==> config.mk <==
export PLATFORM = sky130hd
export DESIGN_NAME = serial_product_accumulator
export DESIGN_NICKNAME = d
export VERILOG_FILES = /design/src/rtl/serial_product_accumulator_pkg.sv /design/src/rtl/serial_product_accumulator_bit_counter.sv /design/src/rtl/serial_product_accumulator.sv
export SDC_FILE = /design/constraint.sdc
export NUM_CORES = 1
export LEC_CHECK = 0
export CELL_PAD_IN_SITES_DETAIL_PLACEMENT = 2
export CELL_PAD_IN_SITES_GLOBAL_PLACEMENT = 2
export CORE_ASPECT_RATIO = 0.9
export CORE_UTILIZATION = 35
export CTS_CLUSTER_SIZE = 28
export DETAILED_ROUTE_END_ITERATION = 7
export DONT_BUFFER_PORTS = 1
export GPL_TIMING_DRIVEN = 0
export PLACE_DENSITY_LB_ADDON = 0.1
export SYNTH_ARGS = -nofsm -noshare
export SYNTH_HDL_FRONTEND = slang
export SYNTH_HIERARCHICAL = 1
export SYNTH_SLANG_ARGS = --single-unit
==> constraint.sdc <==
create_clock -name i_clk -period 2.2 [get_ports i_clk]
set_input_delay 0.11 -clock i_clk [delete_from_list [all_inputs] [get_ports i_clk]]
set_output_delay 0.11 -clock i_clk [all_outputs]
set_load 0.02 [all_outputs]
==> src/rtl/serial_product_accumulator_pkg.sv <==
// Shared types and constants for the shift-add multiplier datapath.
package pkg_mult;

   localparam int DW = 8;
   localparam int PW = 2 * DW;
   localparam int CW = (DW > 1) ? $clog2(DW) : 1;

   typedef logic [DW-1:0] val_t;
   typedef logic [PW-1:0] product_t;
   typedef logic [CW-1:0] cnt_t;

   typedef enum logic [1:0] {
      ST_IDLE = 2'd0,
      ST_RUN  = 2'd1,
      ST_DONE = 2'd2
   } state_t;

endpackage

==> src/rtl/serial_product_accumulator_bit_counter.sv <==
// Up-counter with clear and enable; flags the last multiplier bit (DW-1).
module serial_product_accumulator_bit_counter #(
   parameter int DW = 8
) (
   input  logic i_clk,
   input  logic i_rst,
   input  logic i_clr,
   input  logic i_en,
   output logic o_last
);

   localparam int CW = (DW > 1) ? $clog2(DW) : 1;

   logic [CW-1:0] count_q;

   // Count consumed bits; hold at the terminal value so it never wraps.
   always_ff @(posedge i_clk or posedge i_rst) begin
      if (i_rst) begin
         count_q <= '0;
      end else if (i_clr) begin
         count_q <= '0;
      end else if (i_en && !o_last) begin
         count_q <= count_q + 1'b1;
      end
   end

   assign o_last = (count_q == CW'(DW - 1));

endmodule

==> src/rtl/serial_product_accumulator.sv <==
// Serial shift-add product accumulator: consumes DW multiplier bits, LSB
// first, and accumulates the shifted multiplicand for every 1 bit.
//
// Handshake: a request is accepted on a rising edge where i_start=1 and
// o_ready=1 (IDLE); o_load mirrors that acceptance combinationally so the
// multiplier shift register loads on the same edge. Requests while
// o_ready=0 are dropped, not queued. o_done is a single-cycle pulse with
// o_product valid; the product then holds until the next accepted start.
module serial_product_accumulator
   import pkg_mult::*;
#(
   parameter int DW = pkg_mult::DW
) (
   input  logic            i_clk,
   input  logic            i_rst,
   input  logic            i_start,
   input  logic [DW-1:0]   i_multiplicand,
   input  logic            i_lsb,
   output logic            o_load,
   output logic            o_ready,
   output logic            o_busy,
   output logic            o_done,
   output logic [2*DW-1:0] o_product,
   output logic [1:0]      o_dbg_state
);

   localparam int PW = 2 * DW;

   state_t          state_q;
   state_t          state_d;
   logic [PW-1:0]   acc_q;
   logic [PW-1:0]   mcand_q;
   logic            run;
   logic            last_bit;

   assign run    = (state_q == ST_RUN);
   assign o_load = i_start && (state_q == ST_IDLE);

   serial_product_accumulator_bit_counter #(
      .DW (DW)
   ) u_bit_counter (
      .i_clk  (i_clk),
      .i_rst  (i_rst),
      .i_clr  (o_load),
      .i_en   (run),
      .o_last (last_bit)
   );

   // State register.
   always_ff @(posedge i_clk or posedge i_rst) begin
      if (i_rst) begin
         state_q <= ST_IDLE;
      end else begin
         state_q <= state_d;
      end
   end

   // Next-state and status outputs.
   always_comb begin
      state_d = state_q;
      o_ready = 1'b0;
      o_busy  = 1'b0;
      o_done  = 1'b0;
      case (state_q)
         ST_IDLE: begin
            o_ready = 1'b1;
            if (i_start) begin
               state_d = ST_RUN;
            end
         end
         ST_RUN: begin
            o_busy = 1'b1;
            if (last_bit) begin
               state_d = ST_DONE;
            end
         end
         ST_DONE: begin
            o_done  = 1'b1;
            state_d = ST_IDLE;
         end
         default: begin
            state_d = ST_IDLE;
         end
      endcase
   end

   // Datapath: load on acceptance, then shift multiplicand and add on 1 bits.
   always_ff @(posedge i_clk or posedge i_rst) begin
      if (i_rst) begin
         acc_q   <= '0;
         mcand_q <= '0;
      end else if (o_load) begin
         acc_q   <= '0;
         mcand_q <= {{DW{1'b0}}, i_multiplicand};
      end else if (run) begin
         if (i_lsb) begin
            acc_q <= acc_q + mcand_q;
         end
         mcand_q <= mcand_q << 1;
      end
   end

   assign o_product   = acc_q;
   assign o_dbg_state = state_q;

endmodule
### Yosys cells after proc, flatten, opt, wreduce, memory -nomap -nowiden

Cells that the tools add are included.

* register bits after elaboration: 37
* output and inout bits: 22
* logic and storage cells: 33

* add/subtract/negate cells: 2
* equality and inequality tests: 5
* multiplexer cells: 13
* reductions and logical operators: 9

Operators with widths (number)
* 16-bit two-way mux: 5
* 16-bit adder: 1
* 3-bit two-way mux: 2
* 2-bit nonzero test: 3
* 2-bit two-way mux: 2
* 2-bit != test (second input constant): 2
* 2-bit case mux with 2 select lines: 1
* 2-bit AND reduction: 2
* 3-bit by 1-bit adder with 3-bit output (second input constant): 1
* 3-bit == test (second input constant): 1
* 1-bit two-way mux: 3
* 2-bit by 1-bit == test with 1-bit output (second input constant): 1
* 2-bit == test (second input constant): 1
* 1-bit logical AND: 2
* 2-bit zero test: 1
* 1-bit zero test: 1

### Depth between registers and ports, before layout

Gate-level depths: netlist of run 1.

* depth after elaboration: 5
* gate-level depth with buffers: 9
* gate-level depth less buffers: 8

### Modules after synthesis

Netlist of run 1, hierarchy kept.

By module, submodules not included
* serial_product_accumulator: instances 1, cells each 236, area each 2112.0 um^2, seq. area each 850.8 um^2
* serial_product_accumulator_bit_counter: instances 1, cells each 16, area each 187.7 um^2, seq. area each 75.1 um^2

### Least setup slack after synthesis of run 1

OpenSTA, ideal clock, no wires.

* path kind: register to register
* from: register acc_q[0], in the netlist o_product[0]
* to: register acc_q[10], in the netlist o_product[10]
* arrival: 2.410 ns
* setup slack: -0.341 ns
* stages on the path, launching flop included: 9
* buffers on the path: 0
* clock period less this slack: 2.541 ns
* cells stage by stage: dfrtp_1 > ha_1 > fa_1 > a211oi_1 > o21bai_1 > a21oi_2 > o21ai_0 > nor4b_1 > or3_1

* cells in the longest elaborated chain, start to end: 4

Ends and longest elaborated chain
* start: declaration: line serial_product_accumulator.sv:31 `logic [PW-1:0] acc_q;`
* start signal: assignment: line serial_product_accumulator.sv:97 `acc_q <= acc_q + mcand_q;`
* 16-bit adder: line serial_product_accumulator.sv:97
* 16-bit two-way mux: line serial_product_accumulator.sv:96 `if (i_lsb) begin`
* 16-bit two-way mux: line serial_product_accumulator.sv:95 `end else if (run) begin`
* 16-bit two-way mux: line serial_product_accumulator.sv:92 `end else if (o_load) begin`

Every way passes these cells. The select of a mux whose other input is x is not followed.
A chain may end at the register's enable or synchronous reset.

### Worst setup path in the final report of run 1

Ends and elaborated chain as after synthesis.

==> impl_summary.log, run 1 <==
INFO  metric fillerInstances = 695
INFO  metric failing_checks = setup timing
INFO  metric power = 4.89 mW
INFO  metric grt_max_degree = 35
INFO  metric post_drt_wl_per_cell = 20.4 microns
INFO  metric clockPowerShare = 10.1%
INFO  metric layout.nets = 308
INFO  metric io_pins = 34
INFO  metric worst-endpoint-arrival = 2590 ps
INFO  metric final_replace_weighted_congestion = 0.758
INFO  metric p_sw_share = 48.8%
INFO  metric post_synth_num_cell_types = 49
INFO  metric worstSetupEndpointType = register
INFO  metric cell_by_cell_listing_of_the_critical_path = ha_4 -> fa_2 -> a211oi_2 -> o21bai_1 -> a21oi_2 -> buf_6 -> o21ai_4 -> nor4b_1 -> or3_1
INFO  metric grt_pass1_wl = 11.5 mm
INFO  metric multi_input_comb_area = 1530 sq um
INFO  metric via_per_inst = 5.54
INFO  metric critical-path-top-delay-family = compound AO/OA/AOI/OAI gates
INFO  metric maximum_cell_stage_delay_along_the_critical_path = 480 ps
INFO  metric postSynth.asyncResetShare = 100%
INFO  metric final_global_route_overflow_total = 0
INFO  metric drc = 0
INFO  metric clock_sinks = 37
INFO  metric synth_enable_flop_cells = 0
INFO  metric cts_max_level = 2
INFO  metric cts_buffer_depth = 2
INFO  metric initialDrtViolationCount = 78
INFO  metric core_region_area = 6220 sq um
INFO  metric syn_avg_cell_area = 9.13 sq um
INFO  metric yosys_warnings = 6
INFO  metric yosys.cell_count.top_type = sky130_fd_sc_hd__nand2_1
INFO  metric setup_viol_count_final = 6
INFO  metric synth.top_cells.by_count = 52 x sky130_fd_sc_hd__nand2_1, 37 x sky130_fd_sc_hd__dfrtp_1, 32 x sky130_fd_sc_hd__o21ai_0
INFO  metric n_antenna_cell = 0
INFO  metric power.leakage = 1.19 nW
INFO  metric required_time_at_the_endpoint_of_the_critical_path = 2380 ps
INFO  metric initial_antenna_violation_count = 0
INFO  metric rsz_0062_raised_after_global_routing = true
INFO  metric die-width = 87.4 microns
INFO  metric num_vias = 2,026
INFO  metric grt_usage = 22.2%
INFO  metric first_global_vias = 2,218
INFO  metric setup.worst_path.start_class = register
INFO  metric mappedNetlistArea = 2300 sq um
INFO  metric finalHoldViolCount = 0
INFO  metric drv_cap = 0
INFO  metric worst_hold_path_type = in -> async
INFO  metric initial_utilization = 37.0%
INFO  metric clock-skew-final = 7.24 ps
INFO  metric synth_top_cells_by_area = sky130_fd_sc_hd__dfrtp_1 40%, sky130_fd_sc_hd__ha_1 9.2%, sky130_fd_sc_hd__nand2_1 8.5%
INFO  metric timing.critical_path.fanout_max = 4
INFO  metric postSynthCellCount = 252
INFO  metric cts_made_buffers = 5
INFO  metric cell_internal_pwr = 2.50 mW
INFO  metric cts_tree = done
INFO  metric clock_root_buffer = sky130_fd_sc_hd__clkbuf_8
INFO  metric detail_route.first_pass.iterations = 4
INFO  metric outcome = finished, violations left
INFO  metric timing.critical_path.buf_inv = 1
INFO  metric yosysTopAreaCell = sky130_fd_sc_hd__dfrtp_1
INFO  metric final.min_clock_period = 2410 ps
INFO  metric drive_above_1_share = 25.8%
INFO  metric final.period_utilization = 109%
INFO  metric holdWs = 154 ps
INFO  metric die_height = 78.9 microns
INFO  metric ys.flop_type = sky130_fd_sc_hd__dfrtp_1
INFO  metric totalWireLength = 7.48 mm
INFO  metric die_area = 6900 sq um
INFO  metric ant_nets = 0
INFO  metric area_growth = 25.9%
INFO  metric worst-slew-pin-transition = 771 ps
INFO  metric portBuffers = 0
INFO  metric synth.yosys.seq_area_share = 40.3%
INFO  metric worst_ir_drop_vdd = 570 uV
INFO  metric register_area = 938 sq um
INFO  metric power_per_unit_of_standard_cell_area = 1690 nW/um^2
INFO  metric hpwlAfterDp = 4.96 mm
INFO  metric fmax = 415 MHz
INFO  metric slew_headroom = 48.5%
INFO  metric cpMaxStageDelayCell = sky130_fd_sc_hd__dfrtp_2
INFO  metric syn-num-nets = 282
INFO  metric p_switching = 2.38 mW
INFO  metric timing.final.ws_setup = -209 ps
INFO  metric dp_worst_setup_slack = -629 ps
INFO  metric post-route-util = 46.6%
INFO  metric rows = 27
INFO  metric ys_seq_elements = 37
INFO  metric power_frac_comb = 58.5%
INFO  metric clk_lat_worst_skew = 300 ps
INFO  metric netlist.area_leader.share = 40.3%
INFO  metric timing_max_transition_violations_final = 0
INFO  metric power.sequential.fraction = 31.4%
INFO  metric ws_path_type = reg -> reg
INFO  metric clkSlewWorstSetupHoldPaths = 80 ps
==> what timing repair did <==
item	4_1_cts	5_1_grt
hold endpoints to repair	45	0
pin swaps	5	14
hold buffers	9	0
setup buffers	6	6
endpoints found under the setup margin	26	16
resized for setup	20	39
==> final timing paths <==
path / startpoint / endpoint / slack (ps) / cells after the start
worst max-delay path: o_product[0] / o_product[10] / -210 / 9
min in group i_clk: i_lsb / o_product[4] / 360 / 4
worst min register to register: mcand_q[2] / mcand_q[2] / 540 / 2
worst min-delay path: i_rst / u_bit_counter/count_q[0] / 150 / 2
worst max register to register: o_product[0] / o_product[10] / -210 / 9
max in group asynchronous: i_rst / o_product[0] / 1230 / 2
==> through the flow <==
| stage | TNS [ps] | area, sq um | cells |
|---|---|---|---|
| final | -846 | 2900 | 366 |
| after global routing | -1300 | 2900 | 366 |
| after CTS | -906 | 2680 | 361 |
| after detailed placement | -9720 | 2430 | 339 |
| after global placement | -8090 | 2430 | 339 |
| after floorplan | -48.6 | 2320 | 252 |
==> logic make-up after synthesis <==
group | share of synthesized area, %
adders and majority gates | 10.1
buffers and inverters | 2.45
DFF | 40.3
AOI/OAI and AO/OA | 21.6
and+or+nand+nor | 21.9
muxes | 0.653
xor gates and xnor gates | 3.05
==> flip-flops by register name, summed over array words and instances (netlist names) <==
register / cells
mcand_q: 16
o_dbg_state: 2
o_product: 16
u_bit_counter/count_q: 3
==> final cells by class <==
class / count / area share [%]
multi-input cells: 201 / 52.7
clock buffers: 6 / 2.51
plain buffers: 9 / 1.69
repair buffers: 19 / 5.96
well taps: 87 / 3.76
inverters: 5 / 0.648
flip-flops and latches: 37 / 32.4
clock inverters: 2 / 0.346
==> worst register-to-register path, stage by stage, from the launching register on <==
cell and delay, ps:
sky130_fd_sc_hd__dfrtp_2 480, sky130_fd_sc_hd__ha_4 190, sky130_fd_sc_hd__fa_2 360, sky130_fd_sc_hd__a211oi_2 250, sky130_fd_sc_hd__o21bai_1 130, sky130_fd_sc_hd__a21oi_2 160
sky130_fd_sc_hd__buf_6 140, sky130_fd_sc_hd__o21ai_4 60, sky130_fd_sc_hd__nor4b_1 160, sky130_fd_sc_hd__or3_1 370
==> cell usage in the layout, fill, tap and decap left out, types with 5 or more instances in the layout <==
cell,count
sky130_fd_sc_hd__dfrtp_1,27
sky130_fd_sc_hd__ha_4,7
sky130_fd_sc_hd__a22oi_1,7
sky130_fd_sc_hd__o21ai_0,25
sky130_fd_sc_hd__o21ai_1,7
sky130_fd_sc_hd__dfrtp_2,10
sky130_fd_sc_hd__nor2_1,9
sky130_fd_sc_hd__nand2_1,52
sky130_fd_sc_hd__dlygate4sd3_1,9
sky130_fd_sc_hd__clkbuf_8,5
sky130_fd_sc_hd__a21oi_1,5
sky130_fd_sc_hd__ha_1,7
sky130_fd_sc_hd__buf_4,8
==> metal layers <==
layer	wire, microns	global-route usage, %
met3	174	3.74
met1	3530	29.0
met2	3650	37.5
met5	0	0
met4	112	6.72
==> power groups by stage <==
stage / clock network [mW] / registers, mW / logic (mW)
2_1_floorplan: 0 / 1.37 / 1.74
3_3_place_gp: 0 / 1.46 / 2.16
3_5_place_dp: 0 / 1.48 / 2.27
4_1_cts: 0.515 / 1.47 / 2.42
5_1_grt: 0.528 / 1.59 / 3.16
6_report: 0.491 / 1.53 / 2.86
Power figures use the tool's default switching activity.
==> run 2: changes to the inputs <==
CORE_MARGIN = 4   (was not set)
CORE_UTILIZATION = 39   (was 35)
clock period = 2.4 ns   (was 2.2 ns; I/O delays follow)
==> run 2 against run 1 <==
Net effect:
- the flow still finishes with violations (setup timing)
- clock power rose by 21%
- hold slack better by 11 ps
- die area grew 4.2%
- critical path depth decreased by 1
- global-route usage decreased by 0.78 points
- core utilization up 3.0 points
- final area down 2.6%
- power down 9.7%
- first-iteration DRC count increased by 3.8%
- register-to-register slack better by 190 ps
- maximum frequency down 0.46%
- clock-buffer cell count did not move
- critical endpoint is now o_product[12]
==> impl_summary.log, run 2 (synthesized netlist as in run 1, its figures left out) <==
INFO  metric io_pins = 34 (unchanged)
INFO  metric layoutNonFillerInstCount = 345 (-5.7%)
INFO  metric fmax = 413 MHz (-0.46%)
INFO  metric cts_buffer_depth = 2 (unchanged)
INFO  metric worstSetupEndpointType = register
INFO  metric placed_instances = 322 (-5.0%)
INFO  metric layout.nets = 304 (-1.3%)
INFO  metric core_region_area = 5690 sq um (-8.4%)
INFO  metric post-route-util = 49.5% (+3.0 points)
INFO  metric die-width = 88.9 microns (+1.7%)
INFO  metric dp_worst_setup_slack = -601 ps (+28.6 ps)
INFO  metric maximum_cell_stage_delay_along_the_critical_path = 480 ps (about the same)
INFO  metric finalHoldViolCount = 0 (unchanged)
INFO  metric cpMaxStageDelayCell = sky130_fd_sc_hd__dfrtp_2
INFO  metric portBuffers = 0 (unchanged)
INFO  metric slew_headroom = 49.5% (+1.0 points)
INFO  metric cts_tree = done
INFO  metric reg2reg_from = o_product[0]
INFO  metric final.period_utilization = 101% (-8.7 points)
INFO  metric die_area = 7190 sq um (+4.2%)
INFO  metric layout_common_cells = 52 x sky130_fd_sc_hd__nand2_1, 32 x sky130_fd_sc_hd__dfrtp_1, 28 x sky130_fd_sc_hd__o21ai_0
INFO  metric hpwlAfterDp = 4.82 mm (-2.7%)
INFO  metric timing.reg2reg.setup_slack = -20 ps (+190 ps)
INFO  metric clk_lat_worst_skew = 300 ps (about the same)
INFO  metric p_sw_share = 48.2% (-0.60 points)
INFO  metric die_height = 80.9 microns (+2.5%)
INFO  metric worst-slew-pin-transition = 756 ps (-15.2 ps)
INFO  metric n_antenna_cell = 0 (unchanged)
INFO  metric worst_hold_path_type = in -> async
INFO  metric final_global_route_overflow_total = 0 (unchanged)
INFO  metric power_per_unit_of_standard_cell_area = 1560 nW/um^2 (-7.3%)
INFO  metric grt_usage = 21.4% (-0.78 points)
INFO  metric num_vias = 2,010 (-0.79%)
INFO  metric rsz_0062_raised_after_global_routing = true
INFO  metric clock_sinks = 37 (unchanged)
INFO  metric initial_antenna_violation_count = 0 (unchanged)
INFO  metric outcome = finished, violations left
INFO  metric p_switching = 2.12 mW (-11%)
INFO  metric drive_above_1_share = 21.5% (-4.4 points)
INFO  metric wirelength_met1 = 3.37 mm (-4.5%)
INFO  metric ff2ff_path_depth = 8 (-1)
INFO  metric grt_max_degree = 35 (unchanged)
INFO  metric ws_path_type = reg -> reg
INFO  metric detail_route.first_pass.iterations = 4 (unchanged)
INFO  metric initial_utilization = 40.4% (+3.4 points)
INFO  metric clock_root_buffer = sky130_fd_sc_hd__clkbuf_8
INFO  metric cell_by_cell_listing_of_the_critical_path = ha_4 -> fa_2 -> a211oi_2 -> o21bai_1 -> a21oi_2 -> o31ai_2 -> and4b_1 -> or3_1
INFO  metric cell_internal_pwr = 2.29 mW (-8.7%)
INFO  metric r2r-end = o_product[12]
INFO  metric wl_met2 = 3.62 mm (-0.93%)
INFO  metric met3RoutedLength = 240 microns (+38%)
INFO  metric timing.final.ws_setup = -20.2 ps (+189 ps)
INFO  metric first_global_vias = 2,213 (-0.23%)
INFO  metric mostFrequentLayoutCell = sky130_fd_sc_hd__nand2_1
INFO  metric power.sequential.fraction = 31.2% (-0.2 points)
INFO  metric worst_ir_drop_vdd = 761 uV (+33%)
INFO  metric area_growth = 22.6%
INFO  metric rows = 26 (-3.7%)
INFO  metric top_layer_used = met4
INFO  metric clkSlewWorstSetupHoldPaths = 90 ps (about the same)
INFO  metric cts_made_buffers = 5 (unchanged)
INFO  metric drv_cap = 0 (unchanged)
INFO  metric setup.worst_path.start_class = register
INFO  metric final.min_clock_period = 2420 ps (+11.2 ps)
INFO  metric clockPowerShare = 13.4% (+3.3 points)
INFO  metric power.leakage = 1.19 nW (-0.56%)
INFO  metric cts_max_level = 2 (unchanged)
INFO  metric setup_viol_count_final = 2 (-4)
INFO  metric clock-skew-final = 9.36 ps (+2.12 ps)
INFO  metric initialDrtViolationCount = 81 (+3.8%)
INFO  metric worst-endpoint-arrival = 2600 ps (about the same)
INFO  metric power_frac_comb = 55.4% (-3.1 points)
INFO  metric via_per_inst = 5.83 (+5.2%)
INFO  metric failing_checks = setup timing
INFO  metric timing.critical_path.fanout_max = 4 (unchanged)
INFO  metric post_drt_wl_per_cell = 21.2 microns (+3.6%)
INFO  metric required_time_at_the_endpoint_of_the_critical_path = 2580 ps (+200 ps)
INFO  metric drc = 0 (unchanged)
INFO  metric ant_nets = 0 (unchanged)
INFO  metric grt_pass1_wl = 11.7 mm (+2.2%)
INFO  metric timing_max_transition_violations_final = 0 (unchanged)
INFO  metric final_replace_weighted_congestion = 0.805 (+6.3%)
INFO  metric totalWireLength = 7.30 mm (-2.3%)
-- run 2: cell types whose count changed in the layout (fill, tap and decap cells not counted), sizes merged --
cell      previous run  this run
bufinv               0         1
clkinvlp             0         1
clkbuf              12        11
buf                 13        10
clkinv               2         0
-- run 2: how the worst max path moves through the flow --
stage	from	end	slack, ps
after floorplan	o_product[0]	o_product[12]	9
after global routing	o_product[9]	o_product[12]	-140
after global placement	o_dbg_state[0]	u_bit_counter/count_q[0]	-470
final	o_product[0]	o_product[12]	-20
after detailed placement	o_dbg_state[0]	u_bit_counter/count_q[0]	-600
after CTS	o_product[0]	o_product[12]	-20
-- run 2: power groups by stage --
stage / sequential [mW] / combinational [mW] / clock [mW]
6_report: 1.38 / 2.44 / 0.592
5_1_grt: 1.42 / 2.73 / 0.632
4_1_cts: 1.35 / 2.23 / 0.604
3_5_place_dp: 1.35 / 2.04 / 0
3_3_place_gp: 1.34 / 1.95 / 0
2_1_floorplan: 1.25 / 1.58 / 0
-- run 2: cell type report --
class / instances / area, sq um
inverter: 5 / 18.8
multi-input combinational: 201 / 1480
sequential: 37 / 932
fill: 601 / 2870
clock buffer: 6 / 82.6
clock inverter: 2 / 37.5
buffer: 9 / 43.8
timing repair buffer: 15 / 135
tap: 70 / 87.6
-- run 2: timing repair --
item,4_1_cts,5_1_grt
gates resized for setup,18,23
pin swaps,13,4
endpoints found under the hold margin,45,0
setup endpoints to repair,26,14
setup buffers,7,0
hold buffers,9,0
-- run 2: routing by layer --
| layer | track usage, % | vias up |
|---|---|---|
| met5 | 0 | - |
| met4 | 4.91 | 0 |
| met3 | 4.16 | 6 |
| met2 | 36.8 | 33 |
| met1 | 27.9 | 1010 |
| li1 | - | 961 |
-- run 2: critical path, delay by kind of cell, from the launching register on --
family | cells | cell delay (ps)
compound gates | 4 | 750
flops | 1 | 480
simple gates | 2 | 500
fa+ha+maj | 2 | 560
-- run 2: per-stage QoR --
step                      power, mW  setup TNS [ps]  area (sq um)  hold slack, ps
after floorplan                2.83               0          2310            -126
after global placement         3.29           -4450          2400            -109
after detailed placement       3.39           -6550          2400            -113
after CTS                      4.18           -28.4          2720             163
after global routing           4.78            -366          2820             170
final                          4.41           -21.2          2820             165
==> run 3: changes to the inputs <==
CTS_BUF_LIST = sky130_fd_sc_hd__clkbuf_16   (was not set)
REMOVE_ABC_BUFFERS = 1   (was not set)
==> run 3 against run 2 <==
Net effect:
- the run still ends with setup timing left
- die area unchanged
- clock-buffer cell count decreased by 1
- cell count grew 0.58%
- clock skew fell by 4.9 ps
- sequential power about the same
- wire length up 5.8%
- register-to-register slack got worse by 20 ps
==> impl_summary.log, run 3 (synthesized netlist as in run 1, its figures left out) <==
INFO  metric outcome = finished, violations left
INFO  metric failing_checks = setup timing
INFO  metric drv_cap = 0 (unchanged)
INFO  metric power_frac_comb = 54.5% (-0.9 points)
INFO  metric power.leakage = 1.24 nW (+4.5%)
INFO  metric first_global_vias = 2,275 (+2.8%)
INFO  metric grt_pass1_wl = 12.9 mm (+10%)
INFO  metric die_height = 80.9 microns (unchanged)
INFO  metric fmax = 410 MHz (-0.68%)
INFO  metric reg2reg_from = o_product[0]
INFO  metric required_time_at_the_endpoint_of_the_critical_path = 2560 ps (-20 ps)
INFO  metric r2r-end = o_product[12]
INFO  metric timing.reg2reg.setup_slack = -40 ps (-20 ps)
INFO  metric whs_path_depth = 2
INFO  metric cts_made_buffers = 5 (unchanged)
INFO  metric post-route-util = 51.1% (+1.6 points)
INFO  metric clock_root_buffer = sky130_fd_sc_hd__clkbuf_16
INFO  metric rows = 26 (unchanged)
INFO  metric initialDrtViolationCount = 76 (-6.2%)
INFO  metric drive_above_1_share = 21.3% (-0.15 points)
INFO  metric io_pins = 34 (unchanged)
INFO  metric p_switching = 2.21 mW (+3.8%)
INFO  metric area_growth = 26.6%
INFO  metric grt_usage = 23.9% (+2.5 points)
INFO  metric timing.critical_path.fanout_max = 3 (-1)
INFO  metric grt_max_degree = 35 (unchanged)
INFO  metric slew_headroom = 48.9% (-0.65 points)
INFO  metric worst_ir_drop_vdd = 714 uV (-6.2%)
INFO  metric die_area = 7190 sq um (unchanged)
INFO  metric final_global_route_overflow_total = 0 (unchanged)
INFO  metric n_antenna_cell = 0 (unchanged)
INFO  metric clockPowerShare = 16.3% (+2.9 points)
INFO  metric power_per_unit_of_standard_cell_area = 1600 nW/um^2 (+2.3%)
INFO  metric layout.cell_area.non_filler = 2910 sq um (+3.2%)
INFO  metric power.sequential.fraction = 29.2% (-2.0 points)
INFO  metric clock_sinks = 37 (unchanged)
INFO  metric p_sw_share = 47.3% (-0.81 points)
INFO  metric worst_hold_path_type = in -> reg
INFO  metric cts_buffer_depth = 2 (unchanged)
INFO  metric dp_worst_setup_slack = -1130 ps (-531 ps)
INFO  metric mostFrequentLayoutCell = sky130_fd_sc_hd__nand2_1
INFO  metric cell_internal_pwr = 2.45 mW (+7.2%)
INFO  metric num_vias = 2,045 (+1.7%)
INFO  metric layout.nets = 306 (+0.66%)
INFO  metric hpwlAfterDp = 4.72 mm (-2.2%)
INFO  metric finalHoldViolCount = 0 (unchanged)
INFO  metric cts_max_level = 2 (unchanged)
INFO  metric ant_nets = 0 (unchanged)
INFO  metric setup.worst_path.start_class = register
INFO  metric clock-skew-final = 4.51 ps (-4.85 ps)
INFO  metric post_drt_wl_per_cell = 22.3 microns (+5.2%)
INFO  metric core_region_area = 5690 sq um (unchanged)
INFO  metric setup_viol_count_final = 2 (unchanged)
INFO  metric clk_lat_worst_skew = 280 ps (-20 ps)
INFO  metric timing.final.ws_setup = -36.8 ps (-16.6 ps)
INFO  metric worstHoldEndpoint = o_product[8]
INFO  metric ws_path_type = reg -> reg
INFO  metric totalWireLength = 7.73 mm (+5.8%)
INFO  metric ff2ff_path_depth = 9 (+1)
INFO  metric final_replace_weighted_congestion = 0.780 (-3.1%)
INFO  metric detail_route.first_pass.iterations = 4 (unchanged)
INFO  metric initial_utilization = 40.4% (unchanged)
INFO  metric worst-slew-pin-transition = 766 ps (+9.80 ps)
INFO  metric die-width = 88.9 microns (unchanged)
INFO  metric drc = 0 (unchanged)
INFO  metric post_dp_cell_area = 2380 sq um (-0.78%)
INFO  metric final.min_clock_period = 2440 ps (+16.6 ps)
INFO  metric timing_max_transition_violations_final = 0 (unchanged)
INFO  metric via_per_inst = 5.89 (+1.2%)
INFO  metric worst-endpoint-arrival = 2600 ps (about the same)
INFO  metric clkSlewWorstSetupHoldPaths = 60 ps (-30 ps)
INFO  metric portBuffers = 0 (unchanged)
INFO  metric worstSetupEndpointType = register
INFO  metric worstHoldStart = i_lsb
INFO  metric initial_antenna_violation_count = 0 (unchanged)
INFO  metric layout_common_cells = 51 x sky130_fd_sc_hd__nand2_1, 34 x sky130_fd_sc_hd__dfrtp_1, 27 x sky130_fd_sc_hd__o21ai_0
INFO  metric cts_tree = done
INFO  metric rsz_0062_raised_after_global_routing = true
INFO  metric power = 4.66 mW (+5.6%)
INFO  metric final.period_utilization = 102% (+0.69 points)
==> run 3: changes by cell type in the layout (fill, tap and decap cells not counted), sizes merged <==
cell      before  now
buf           10   15
clkbuf        11    5
clkinv         0    1
clkinvlp       1    3
==> run 3: repair_timing <==
action,in CTS,in global routing
hold buffers,9,0
pin swaps,12,1
endpoints found under the hold margin,45,0
cloned,2,0
resized for setup,25,14
setup buffers,13,2
endpoints found under the setup margin,22,13
==> run 3: area by class of cell <==
class,count,area (sq um)
well taps,70,87.6
repair inverters,2,10.0
repair buffers,24,226
inverters,5,22.5
clock buffers,5,125
clock inverters,3,42.5
flip-flops and latches,37,930
multi-input cells,201,1470
fillers,601,2780
==> run 3: power groups by stage <==
stage	logic (mW)	registers (mW)	clock network [mW]
finish	2.54	1.36	0.760
global route	2.84	1.41	0.812
CTS	2.33	1.35	0.777
detailed placement	2.03	1.34	0
global placement	1.92	1.33	0
floorplan	1.54	1.25	0
==> run 3: metrics by stage <==
step | TNS, ps | hold WS, ps | instances
after floorplan | -21010 | -126 | 243
after global placement | -75280 | -115 | 313
after detailed placement | -16260 | -113 | 315
after CTS | -17.9 | 100 | 346
after global routing | -628 | 98.7 | 347
final | -64.2 | 93.3 | 347
==> run 3: per-layer routing <==
layer	up-vias	wire length, microns	GRT usage, %
met2	32	3890	40.7
met4	0	85	5.06
met5	-	0	0
met3	8	258	5.78
li1	967	-	-
met1	1038	3500	30.8
==> run 3: how the worst max path moves through the flow <==
stage,startpoint,to
CTS,o_product[0],o_product[10]
floorplan,o_dbg_state[0],o_product[12]
global placement,o_dbg_state[0],o_product[12]
finish,o_product[0],o_product[12]
global route,o_product[0],o_product[12]
detailed placement,o_dbg_state[1],o_product[10]
==> run 3: worst max-delay path: stages (launching register included) <==
cell and delay, ps:
sky130_fd_sc_hd__dfrtp_2 480, sky130_fd_sc_hd__ha_4 190, sky130_fd_sc_hd__fa_2 380, sky130_fd_sc_hd__a211oi_2 240, sky130_fd_sc_hd__o21bai_1 120, sky130_fd_sc_hd__a21oi_2 170, sky130_fd_sc_hd__buf_4 150, sky130_fd_sc_hd__o31ai_2 80
sky130_fd_sc_hd__and4b_1 180, sky130_fd_sc_hd__or3_1 320
